<file path="src/rtl/clint_timer_pkg.sv">
// Shared constants and address decode for the core-local interruptor timer block.
// Latency: n/a (package only).
// Backpressure: n/a (package only).
// Contents: register offsets, mtimecmp reset value, register-select enum, decode helper.
package clint_timer_pkg;

   localparam logic [15:0] MSIP_OFF        = 16'h0000;
   localparam logic [15:0] MTIMECMP_LO_OFF = 16'h4000;
   localparam logic [15:0] MTIMECMP_HI_OFF = 16'h4004;
   localparam logic [15:0] MTIME_LO_OFF    = 16'hBFF8;
   localparam logic [15:0] MTIME_HI_OFF    = 16'hBFFC;

   // Compare-value reset keeps the timer interrupt quiet until software arms it.
   localparam logic [63:0] MTIMECMP_RST    = 64'hFFFF_FFFF_FFFF_FFFF;

   typedef enum logic [2:0] {
      SEL_NONE,
      SEL_MSIP,
      SEL_CMP_LO,
      SEL_CMP_HI,
      SEL_TIME_LO,
      SEL_TIME_HI
   } reg_sel_e;

   // Word-granular decode: the two byte-offset bits are masked off.
   function automatic reg_sel_e decode_addr(input logic [15:0] addr);
      logic [15:0] word;
      reg_sel_e    sel;
      word = addr & 16'hFFFC;
      sel  = SEL_NONE;
      if (word == MSIP_OFF)             sel = SEL_MSIP;
      else if (word == MTIMECMP_LO_OFF) sel = SEL_CMP_LO;
      else if (word == MTIMECMP_HI_OFF) sel = SEL_CMP_HI;
      else if (word == MTIME_LO_OFF)    sel = SEL_TIME_LO;
      else if (word == MTIME_HI_OFF)    sel = SEL_TIME_HI;
      return sel;
   endfunction

endpackage

</file>
<file path="src/rtl/clint_timer_if.sv">
// Register-access bus between a requester and the timer block.
// Latency: response strobe exactly one cycle after each request.
// Backpressure: none; every request is accepted, no wait states.
// Signals: bus_req/bus_we/bus_addr/bus_wdata (request), bus_ack/bus_rdata/bus_err (response).
interface clint_timer_if;

   logic        bus_req;
   logic        bus_we;
   logic [15:0] bus_addr;
   logic [31:0] bus_wdata;
   logic        bus_ack;
   logic [31:0] bus_rdata;
   logic        bus_err;

   modport master (
      output bus_req,
      output bus_we,
      output bus_addr,
      output bus_wdata,
      input  bus_ack,
      input  bus_rdata,
      input  bus_err
   );

   modport slave (
      input  bus_req,
      input  bus_we,
      input  bus_addr,
      input  bus_wdata,
      output bus_ack,
      output bus_rdata,
      output bus_err
   );

endinterface

</file>
<file path="src/rtl/clint_tick_gen.sv">
// Prescaler producing one mtime tick every TICK_DIV clk cycles.
// Latency: tick is combinational from the counter; restart takes effect at the next edge.
// Backpressure: none.
// Ports: clk, cpurst (sync active-high), restart (zero the count), tick (one-cycle strobe).
module clint_tick_gen #(
   parameter int unsigned TICK_DIV = 1
) (
   input  logic clk,
   input  logic cpurst,
   input  logic restart,
   output logic tick
);

   localparam logic [15:0] LAST = 16'(TICK_DIV - 1);

   logic [15:0] cnt;

   // With TICK_DIV=1 the counter sits at 0 and tick is high every cycle.
   assign tick = (cnt == LAST);

   always_ff @(posedge clk) begin
      if (cpurst || restart || tick) begin
         cnt <= '0;
      end else begin
         cnt <= cnt + 16'd1;
      end
   end

endmodule

</file>
<file path="src/rtl/clint_timer.sv">
// Machine timer/software-interrupt block: 64-bit mtime, mtimecmp, msip, bus-mapped.
// Latency: one-cycle bus response; interrupt outputs follow register state one edge later.
// Backpressure: none; a request every cycle is sustained.
// Ports: clk, cpurst (sync active-high), bus (slave modport), mip_mtip, mip_msip.
module clint_timer
   import clint_timer_pkg::*;
#(
   parameter int unsigned TICK_DIV = 1
) (
   input  logic         clk,
   input  logic         cpurst,
   clint_timer_if.slave bus,
   output logic         mip_mtip,
   output logic         mip_msip
);

   reg_sel_e    sel;
   logic        wr;
   logic        time_wr;
   logic        tick;
   logic [63:0] mtime;
   logic [63:0] mtimecmp;
   logic [63:0] mtime_nxt;
   logic [63:0] mtimecmp_nxt;
   logic        msip;
   logic [31:0] rd_val;
   logic        ack;
   logic        err;
   logic [31:0] rdata;

   assign sel     = decode_addr(bus.bus_addr);
   assign wr      = bus.bus_req && bus.bus_we;
   assign time_wr = wr && ((sel == SEL_TIME_LO) || (sel == SEL_TIME_HI));

   // A software write to mtime realigns the prescaler phase to the write.
   clint_tick_gen #(
      .TICK_DIV (TICK_DIV)
   ) u_tick_gen (
      .clk     (clk),
      .cpurst  (cpurst),
      .restart (time_wr),
      .tick    (tick)
   );

   // Write beats tick: the written half loads, the other half holds, no increment.
   // The increment is a single 64-bit add, so the carry lands in the same edge.
   always_comb begin
      mtime_nxt = mtime;
      if (wr && (sel == SEL_TIME_LO)) begin
         mtime_nxt[31:0] = bus.bus_wdata;
      end else if (wr && (sel == SEL_TIME_HI)) begin
         mtime_nxt[63:32] = bus.bus_wdata;
      end else if (tick) begin
         mtime_nxt = mtime + 64'd1;
      end
   end

   always_comb begin
      mtimecmp_nxt = mtimecmp;
      if (wr && (sel == SEL_CMP_LO)) begin
         mtimecmp_nxt[31:0] = bus.bus_wdata;
      end else if (wr && (sel == SEL_CMP_HI)) begin
         mtimecmp_nxt[63:32] = bus.bus_wdata;
      end
   end

   // Read mux sees pre-edge state, so a read returns the value before any
   // same-cycle write or tick.
   always_comb begin
      rd_val = '0;
      unique case (sel)
         SEL_MSIP:    rd_val = {31'd0, msip};
         SEL_CMP_LO:  rd_val = mtimecmp[31:0];
         SEL_CMP_HI:  rd_val = mtimecmp[63:32];
         SEL_TIME_LO: rd_val = mtime[31:0];
         SEL_TIME_HI: rd_val = mtime[63:32];
         default:     rd_val = '0;
      endcase
   end

   always_ff @(posedge clk) begin
      if (cpurst) begin
         mtime    <= '0;
         mtimecmp <= MTIMECMP_RST;
         msip     <= 1'b0;
         mip_mtip <= 1'b0;
         ack      <= 1'b0;
         err      <= 1'b0;
         rdata    <= '0;
      end else begin
         mtime    <= mtime_nxt;
         mtimecmp <= mtimecmp_nxt;
         if (wr && (sel == SEL_MSIP)) begin
            msip <= bus.bus_wdata[0];
         end
         // Compare on post-edge values so the level tracks the state just committed.
         mip_mtip <= (mtime_nxt >= mtimecmp_nxt);
         ack      <= bus.bus_req;
         err      <= bus.bus_req && (sel == SEL_NONE);
         rdata    <= (bus.bus_req && !bus.bus_we) ? rd_val : 32'd0;
      end
   end

   assign bus.bus_ack   = ack;
   assign bus.bus_err   = err;
   assign bus.bus_rdata = rdata;
   assign mip_msip      = msip;

endmodule

</file>
<file path="src/flat_wrapper.sv">
// flat-port wrapper written by rule: the top's interface ports become plain ports
module clint_timer_flat import clint_timer_pkg::*;
#(
   parameter int unsigned TICK_DIV = 1
)
  (clk, cpurst, mip_mtip, mip_msip, bus_bus_req, bus_bus_we, bus_bus_addr, bus_bus_wdata, bus_bus_ack, bus_bus_rdata, bus_bus_err);
  clint_timer_if bus_i ();
  input  logic clk;
  input  logic cpurst;
  output logic mip_mtip;
  output logic mip_msip;
  input wire logic [$bits(bus_i.bus_req)-1:0] bus_bus_req;
  input wire logic [$bits(bus_i.bus_we)-1:0] bus_bus_we;
  input wire logic [$bits(bus_i.bus_addr)-1:0] bus_bus_addr;
  input wire logic [$bits(bus_i.bus_wdata)-1:0] bus_bus_wdata;
  output wire logic [$bits(bus_i.bus_ack)-1:0] bus_bus_ack;
  output wire logic [$bits(bus_i.bus_rdata)-1:0] bus_bus_rdata;
  output wire logic [$bits(bus_i.bus_err)-1:0] bus_bus_err;
  assign bus_i.bus_req = bus_bus_req;
  assign bus_i.bus_we = bus_bus_we;
  assign bus_i.bus_addr = bus_bus_addr;
  assign bus_i.bus_wdata = bus_bus_wdata;
  assign bus_bus_ack = bus_i.bus_ack;
  assign bus_bus_rdata = bus_i.bus_rdata;
  assign bus_bus_err = bus_i.bus_err;
  clint_timer #(.TICK_DIV(TICK_DIV)) u_core (.clk(clk), .cpurst(cpurst), .bus(bus_i), .mip_mtip(mip_mtip), .mip_msip(mip_msip));
endmodule
</file>
<file path="config.mk">
export PLATFORM = sky130hd
export DESIGN_NAME = clint_timer_flat
export DESIGN_NICKNAME = d
export VERILOG_FILES = /design/src/rtl/clint_timer_pkg.sv /design/src/rtl/clint_timer_if.sv /design/src/rtl/clint_tick_gen.sv /design/src/rtl/clint_timer.sv /design/src/flat_wrapper.sv
export SDC_FILE = /design/constraint.sdc
export NUM_CORES = 1
export LEC_CHECK = 0
export ABC_CLOCK_PERIOD_IN_PS = 4500
export BUFFER_PORTS_ARGS = -buffer_cell sky130_fd_sc_hd__buf_2
export CORE_MARGIN = 8
export CORE_UTILIZATION = 40
export CTS_CLUSTER_DIAMETER = 150
export CTS_CLUSTER_SIZE = 12
export DETAILED_ROUTE_END_ITERATION = 7
export PLACE_DENSITY_LB_ADDON = 0.3
export SETUP_SLACK_MARGIN = 0.02
export SLEW_MARGIN = 20
export SYNTH_ARGS = -nofsm -noshare
export SYNTH_HDL_FRONTEND = slang
export SYNTH_HIERARCHICAL = 1
export SYNTH_SLANG_ARGS = --single-unit
</file>
<file path="constraint.sdc">
create_clock -name clk -period 4.5 [get_ports clk]
set_input_delay 0 -clock clk [delete_from_list [all_inputs] [get_ports clk]]
set_output_delay 0 -clock clk [all_outputs]
set_load 0.1 [all_outputs]
</file>
=== Word level (Yosys, flattened, before mapping) ===
Index checks and enable logic that the tools add are counted.

* Add/sub/neg operators: 2
* $lt $le $gt $ge: 1
* Equality and inequality tests: 9
* Multiplexer cells: 14
* Bitwise logic cells: 1
* Reduce and logical (&&, ||, !) cells: 17

{| class="wikitable"
|+ Operators with widths
! kind !! number
|-
| 32-bit 2-to-1 mux || 7
|-
| 32-bit case mux with 5 select lines || 1
|-
| 64-bit by 1-bit adder with 64-bit output, second input constant || 1
|-
| 64-bit >= comparator || 1
|-
| 64-bit 2-to-1 mux || 1
|-
| 16-bit logical NOT || 2
|-
| 14-bit by 13-bit equality test with 1-bit output, second input constant || 2
|-
| 14-bit equality test, second input constant || 2
|-
| 16-bit by 1-bit adder with 16-bit output, second input constant || 1
|-
| 3-bit 2-to-1 mux || 5
|-
| 1-bit logical AND || 9
|-
| 3-bit by 2-bit equality test with 1-bit output, second input constant || 2
|-
| 3-bit equality test, second input constant || 2
|-
| 3-bit by 1-bit equality test with 1-bit output, second input constant || 1
|-
| 3-bit logical NOT || 1
|-
| 1-bit logical OR || 3
|-
| 2-bit OR reduction || 1
|-
| 1-bit logical NOT || 1
|-
| 1-bit NOT || 1
|}

* Register bits after elaboration: 180
* Bits of input ports: 52
* Output and inout port bits: 36
* Logic and storage cells: 52

=== Logic depth before layout (Yosys ltp) ===
* Depth in word-level cells: 11
* Gate-level depth with buffers: 18
* Depth with buffers taken out: 17

=== By module ===
Netlist, hierarchy kept.

{| class="wikitable"
|+ Modules (own cells, without submodules)
! module !! times used !! cells an instance !! area each (µm²) !! sequential area each (µm²)
|-
| clint_timer || 1 || 1131 || 9628.0 || 3283.1
|-
| clint_tick_gen || 1 || 86 || 744.5 || 320.3
|}

=== Worst setup path after synthesis ===
Ideal clock, no wire load.

* Kind: register to register
* Start point: register u_core.u_tick_gen.cnt[0]
* End point: register u_core.mip_mtip
* Library setup time: 0.129 ns
* Data arrival time: 4.023 ns
* Required time: 4.371 ns
* Path slack: 0.348 ns
* Cell stages (with the launch flop): 18
* Buffers on the path: 1
* Clock period less this slack: 4.152 ns
* Cells stage by stage: dfxtp_1 inv_1 ha_1 nor4b_1 and4_1 nand3_1 nor4_4 o2111ai_2 or4_1 buf_2 o211ai_1 nand3_1 ha_1 and4_1 a221o_1 a221o_1 o21ai_0 o211ai_1

* Word-level cells in the longest chain between the ends: 5
* Elaborated cells on any way between the ends: 7
* Classes of those cells: order compare: 1; mux: 5; reduce/logical: 1

{| class="wikitable"
|+ Ends and longest elaborated chain
! what !! RTL line !! RTL
|-
| start: declaration || clint_tick_gen.sv:16 || <nowiki>logic [15:0] cnt;</nowiki>
|-
| start signal: assignment || clint_tick_gen.sv:25 || <nowiki>cnt <= cnt + 16'd1;</nowiki>
|-
| 16-bit logical NOT || clint_tick_gen.sv:19 || <nowiki>assign tick = (cnt == LAST);</nowiki>
|-
| net u_core.tick || clint_timer.sv:20 || <nowiki>logic tick;</nowiki>
|-
| 64-bit 2-to-1 mux || clint_timer.sv:53 || <nowiki>end else if (tick) begin</nowiki>
|-
| 32-bit 2-to-1 mux || clint_timer.sv:51 || <nowiki>end else if (wr && (sel == SEL_TIME_HI)) begin</nowiki>
|-
| 32-bit 2-to-1 mux || clint_timer.sv:49 || <nowiki>if (wr && (sel == SEL_TIME_LO)) begin</nowiki>
|-
| net u_core.mtime_nxt[56] || clint_timer.sv:23 || <nowiki>logic [63:0] mtime_nxt;</nowiki>
|-
| 64-bit >= comparator || clint_timer.sv:97 || <nowiki>mip_mtip <= (mtime_nxt >= mtimecmp_nxt);</nowiki>
|-
| end signal: assignment || clint_timer.sv:97 ||
|-
| end: declaration || clint_timer.sv:13 || <nowiki>output logic mip_mtip,</nowiki>
|}

The timed path passes the listed nets, and every way through them passes these cells.
A chain may end at the register's enable or synchronous reset.

=== Final worst setup path ===
* Start point: register u_core.u_tick_gen.cnt[1]
* End point: register u_core.mip_mtip

Same word-level chain as after synthesis.

==> results_dict.tcl <==
set metrics [dict create \
    yosysSeqAreaShare 0.347 \
    rows 59 \
    vias 10100 \
    start_kind "register" \
    start_util 0.403 \
    first_pass_iters 5 \
    min_path_type "input pin to register" \
    rsz0062_at_grt "false" \
    synth_area_leader_cell "dfxtp_1" \
    syn_area_sq_um 10400 \
    maxCapViolCount 0 \
    clockBufferDepth 2 \
    drive_above_1_share 0.162 \
    ant_nets 0 \
    startpoint "u_core/u_tick_gen/cnt[1]$_SDFF_PP0_" \
    core_sq_um 25800 \
    die_area_sq_um 31300 \
    worstPathArrival_ps 4630 \
    hold_start "bus_bus_addr[14]" \
    fin_skew_ps 11.3 \
    root_buffer "clkbuf_16" \
    synth-edff-count 0 \
    outcome "complete, no violations" \
    totalWireLength_microns 33200 \
    clock_sinks 180 \
    async_flop_share 0 \
    io_pins 88 \
    clkTransAtPathRegs_ps 70 \
    synthFlopType "dfxtp_1" \
    finalSetupViolCount 0 \
    grt_pass1_vias 9736 \
    globalplace.congestion 0.907 \
    hpwl_microns 23600 \
    synth.area.top_cells "dfxtp_1 (35%), ha_1 (8.1%), mux2i_1 (6.7%)" \
    report.final.hold_viol_count 0 \
    synth-seq-cells 180 \
    path_cells "inv_1, ha_1, nor4b_2, and4_2, nand3_1, nor4_4, o2111ai_2, or4_4, o211ai_1, nand3_1, ha_1, and4_1, a221o_1, a221o_1, o21ai_1, o211ai_1" \
    synth_top_area_frac 0.347 \
    cp_max_fo 5 \
    tightest_slew_ps 974 \
    viasPerCell 6.08 \
    end_kind "register" \
    clk_latency_ps 430 \
    max_clock_freq_mhz 231 \
    synth_commonest_cells "dfxtp_1 (180), nor2_1 (129), nand2_1 (128)" \
    synth.most_common_cell "dfxtp_1" \
    cts_made_buffers 17 \
    timing.final.crit_share 0.961 \
    maxSlewViolCount 0 \
    grt_pass1_wl_microns 53200 \
    setup_ws_ps 175 \
    yosysWarningCount 6 \
    critPathRequiredTime_ps 4800 \
    critical_path.slowest_cell "or4_4" \
    r2r-start "u_core/u_tick_gen/cnt[1]$_SDFF_PP0_" \
    period_minus_slack_ps 4320 \
    maxSlewHeadroom 0.350 \
    numPortBuffers 85 \
    synth.avg_cell_area_sq_um 8.52 \
    vdd.ir_drop.worst_v 0.000183 \
    cp_num_buf_inv 1 \
    grt_use_total 0.211 \
    criticalPathCategory "register to register" \
    grt_start_max_net_pins 52 \
    cts_tree "yes" \
    die_w_microns 177 \
    p_per_area_nw_per_um2 265 \
    ys_types 75 \
    drtIter0Drc 1067 \
    leakagePower_nw 5.01 \
    worstHoldPathCells 4 \
    synth.net_count 1336 \
    cp.depth 16 \
    drc_errors 0 \
    syn_inst 1217 \
    grt_antenna_before_repair 0 \
    r2r_cells 16 \
    areaGrowthSynthToFinish_pct 17.1 \
    h-tree-depth 4 \
    die_h_microns 177 \
    grt_overflow 0 \
    antenna_cells 0 \
    final_nets 1432 \
    tns_ps 0 \
    dp_slack_ps 30.6 \
    wl_per_cell_microns 20.0 \
    max_stage_delay_ps 630 \
    crit_family "simple AND/OR/NAND/NOR gates" \
]
[sequential cells by signal, indices dropped and copies added, names as in the netlist]
signal	flops
u_core/bus.bus_ack	1
u_core/u_tick_gen/cnt	16
u_core/mip_mtip	1
u_core/bus.bus_err	1
u_core/mip_msip	1
u_core/bus.bus_rdata	32
u_core/mtime	64
u_core/mtimecmp	64
[final timing paths]
check	end	slack, ps
setup / recovery	u_core/mip_mtip$_SDFF_PP0_	180
hold / removal	u_core/mip_msip$_SDFFE_PP0P_	40
setup reg to reg	u_core/mip_mtip$_SDFF_PP0_	180
hold reg to reg	u_core/mip_msip$_SDFFE_PP0P_	470
[layout by cell type, fill, tap and decap left out, types with 14 or more instances in the layout]
master | synthesis | final
a222oi_1 | 31 | 31
a21oi_1 | 47 | 47
o21ai_0 | 31 | 30
nor2_1 | 129 | 128
buf_2 | 9 | 85
inv_1 | 16 | 15
dlygate4sd3_1 | 0 | 34
nand4_1 | 27 | 27
and3_1 | 22 | 22
nor3_1 | 47 | 46
nand2_1 | 128 | 128
a211oi_1 | 24 | 23
clkbuf_16 | 0 | 17
and2_1 | 25 | 25
ha_1 | 67 | 67
mux2i_1 | 69 | 69
a31oi_1 | 14 | 14
nand3_1 | 49 | 49
nor4_1 | 25 | 23
mux2_2 | 31 | 31
dfxtp_1 | 180 | 180
buf_4 | 0 | 39
[cell type report]
| class | instances | area [sq um] |
|---|---|---|
| fillers | 2457 | 13600 |
| multi-input cells | 940 | 6440 |
| flip-flops and latches | 180 | 3600 |
| repair buffers | 158 | 1060 |
| clock buffers | 24 | 482 |
| well taps | 335 | 419 |
| clock inverters | 7 | 75.1 |
| inverters | 16 | 60.1 |
[worst reg2reg max path, cell delays in order, from the launching register on]
cell	delay [ps]
dfxtp_1	330
inv_1	60
ha_1	140
nor4b_2	170
and4_2	330
nand3_1	140
nor4_4	370
o2111ai_2	190
or4_4	630
o211ai_1	240
nand3_1	110
ha_1	280
and4_1	200
a221o_1	350
a221o_1	360
o21ai_1	190
o211ai_1	120
[cell families (layout without fill, tap and decap cells)]
group                    count (synthesis)  in the layout  synth area share
flip-flops                             180            180             0.347
buffers and inverters                   97            205            0.0376
adder cells (fa/ha/maj)                 67             67            0.0808
multiplexers                           100            100             0.100
XOR/XNOR                                15             15            0.0127
AND/OR/NAND/NOR                        509            509             0.243
AO/OA/AOI/OAI                          249            249             0.178
[what timing repair did]
item                       CTS  global route
setup endpoints to repair    1             1
buffers inserted             0             1
hold buffers                34             0
hold endpoints to repair   112             0
pin swaps                    0             5
resized for setup            2            11
[stage by stage]
stage / hold slack [ps] / total power [mW] / cells / util / area [sq um]
after floorplan: 86.4 / 1.70 / 1217 / - / 10400
after global placement: 302 / 1.76 / 1594 / 0.434 / 11200
after detailed placement: 309 / 1.76 / 1594 / 0.434 / 11200
after CTS: 0.932 / 3.25 / 1659 / 0.469 / 12100
after global routing: 68.4 / 3.32 / 1660 / 0.471 / 12100
final: 38.5 / 3.21 / 1660 / 0.471 / 12100
[metal layers]
| layer | part of all wire | wire (microns) | global-route usage | up-vias |
|---|---|---|---|---|
| met5 | 0 | 0 | 0 | - |
| li1 | - | - | - | 4794 |
| met3 | 0.073 | 2430 | 0.0335 | 60 |
| met4 | 0.026 | 849 | 0.0823 | 0 |
| met2 | 0.45 | 15000 | 0.329 | 426 |
| met1 | 0.45 | 15000 | 0.287 | 4817 |
[power breakdown]
group	total, mW	internal (mW)	switching (mW)
Clock	1.47	0.806	0.660
Sequential	1.60	1.60	0.00470
Combinational	0.148	0.0599	0.0881
Total	3.21	2.46	0.752
No activity file was read; power rests on OpenSTA's default activity.
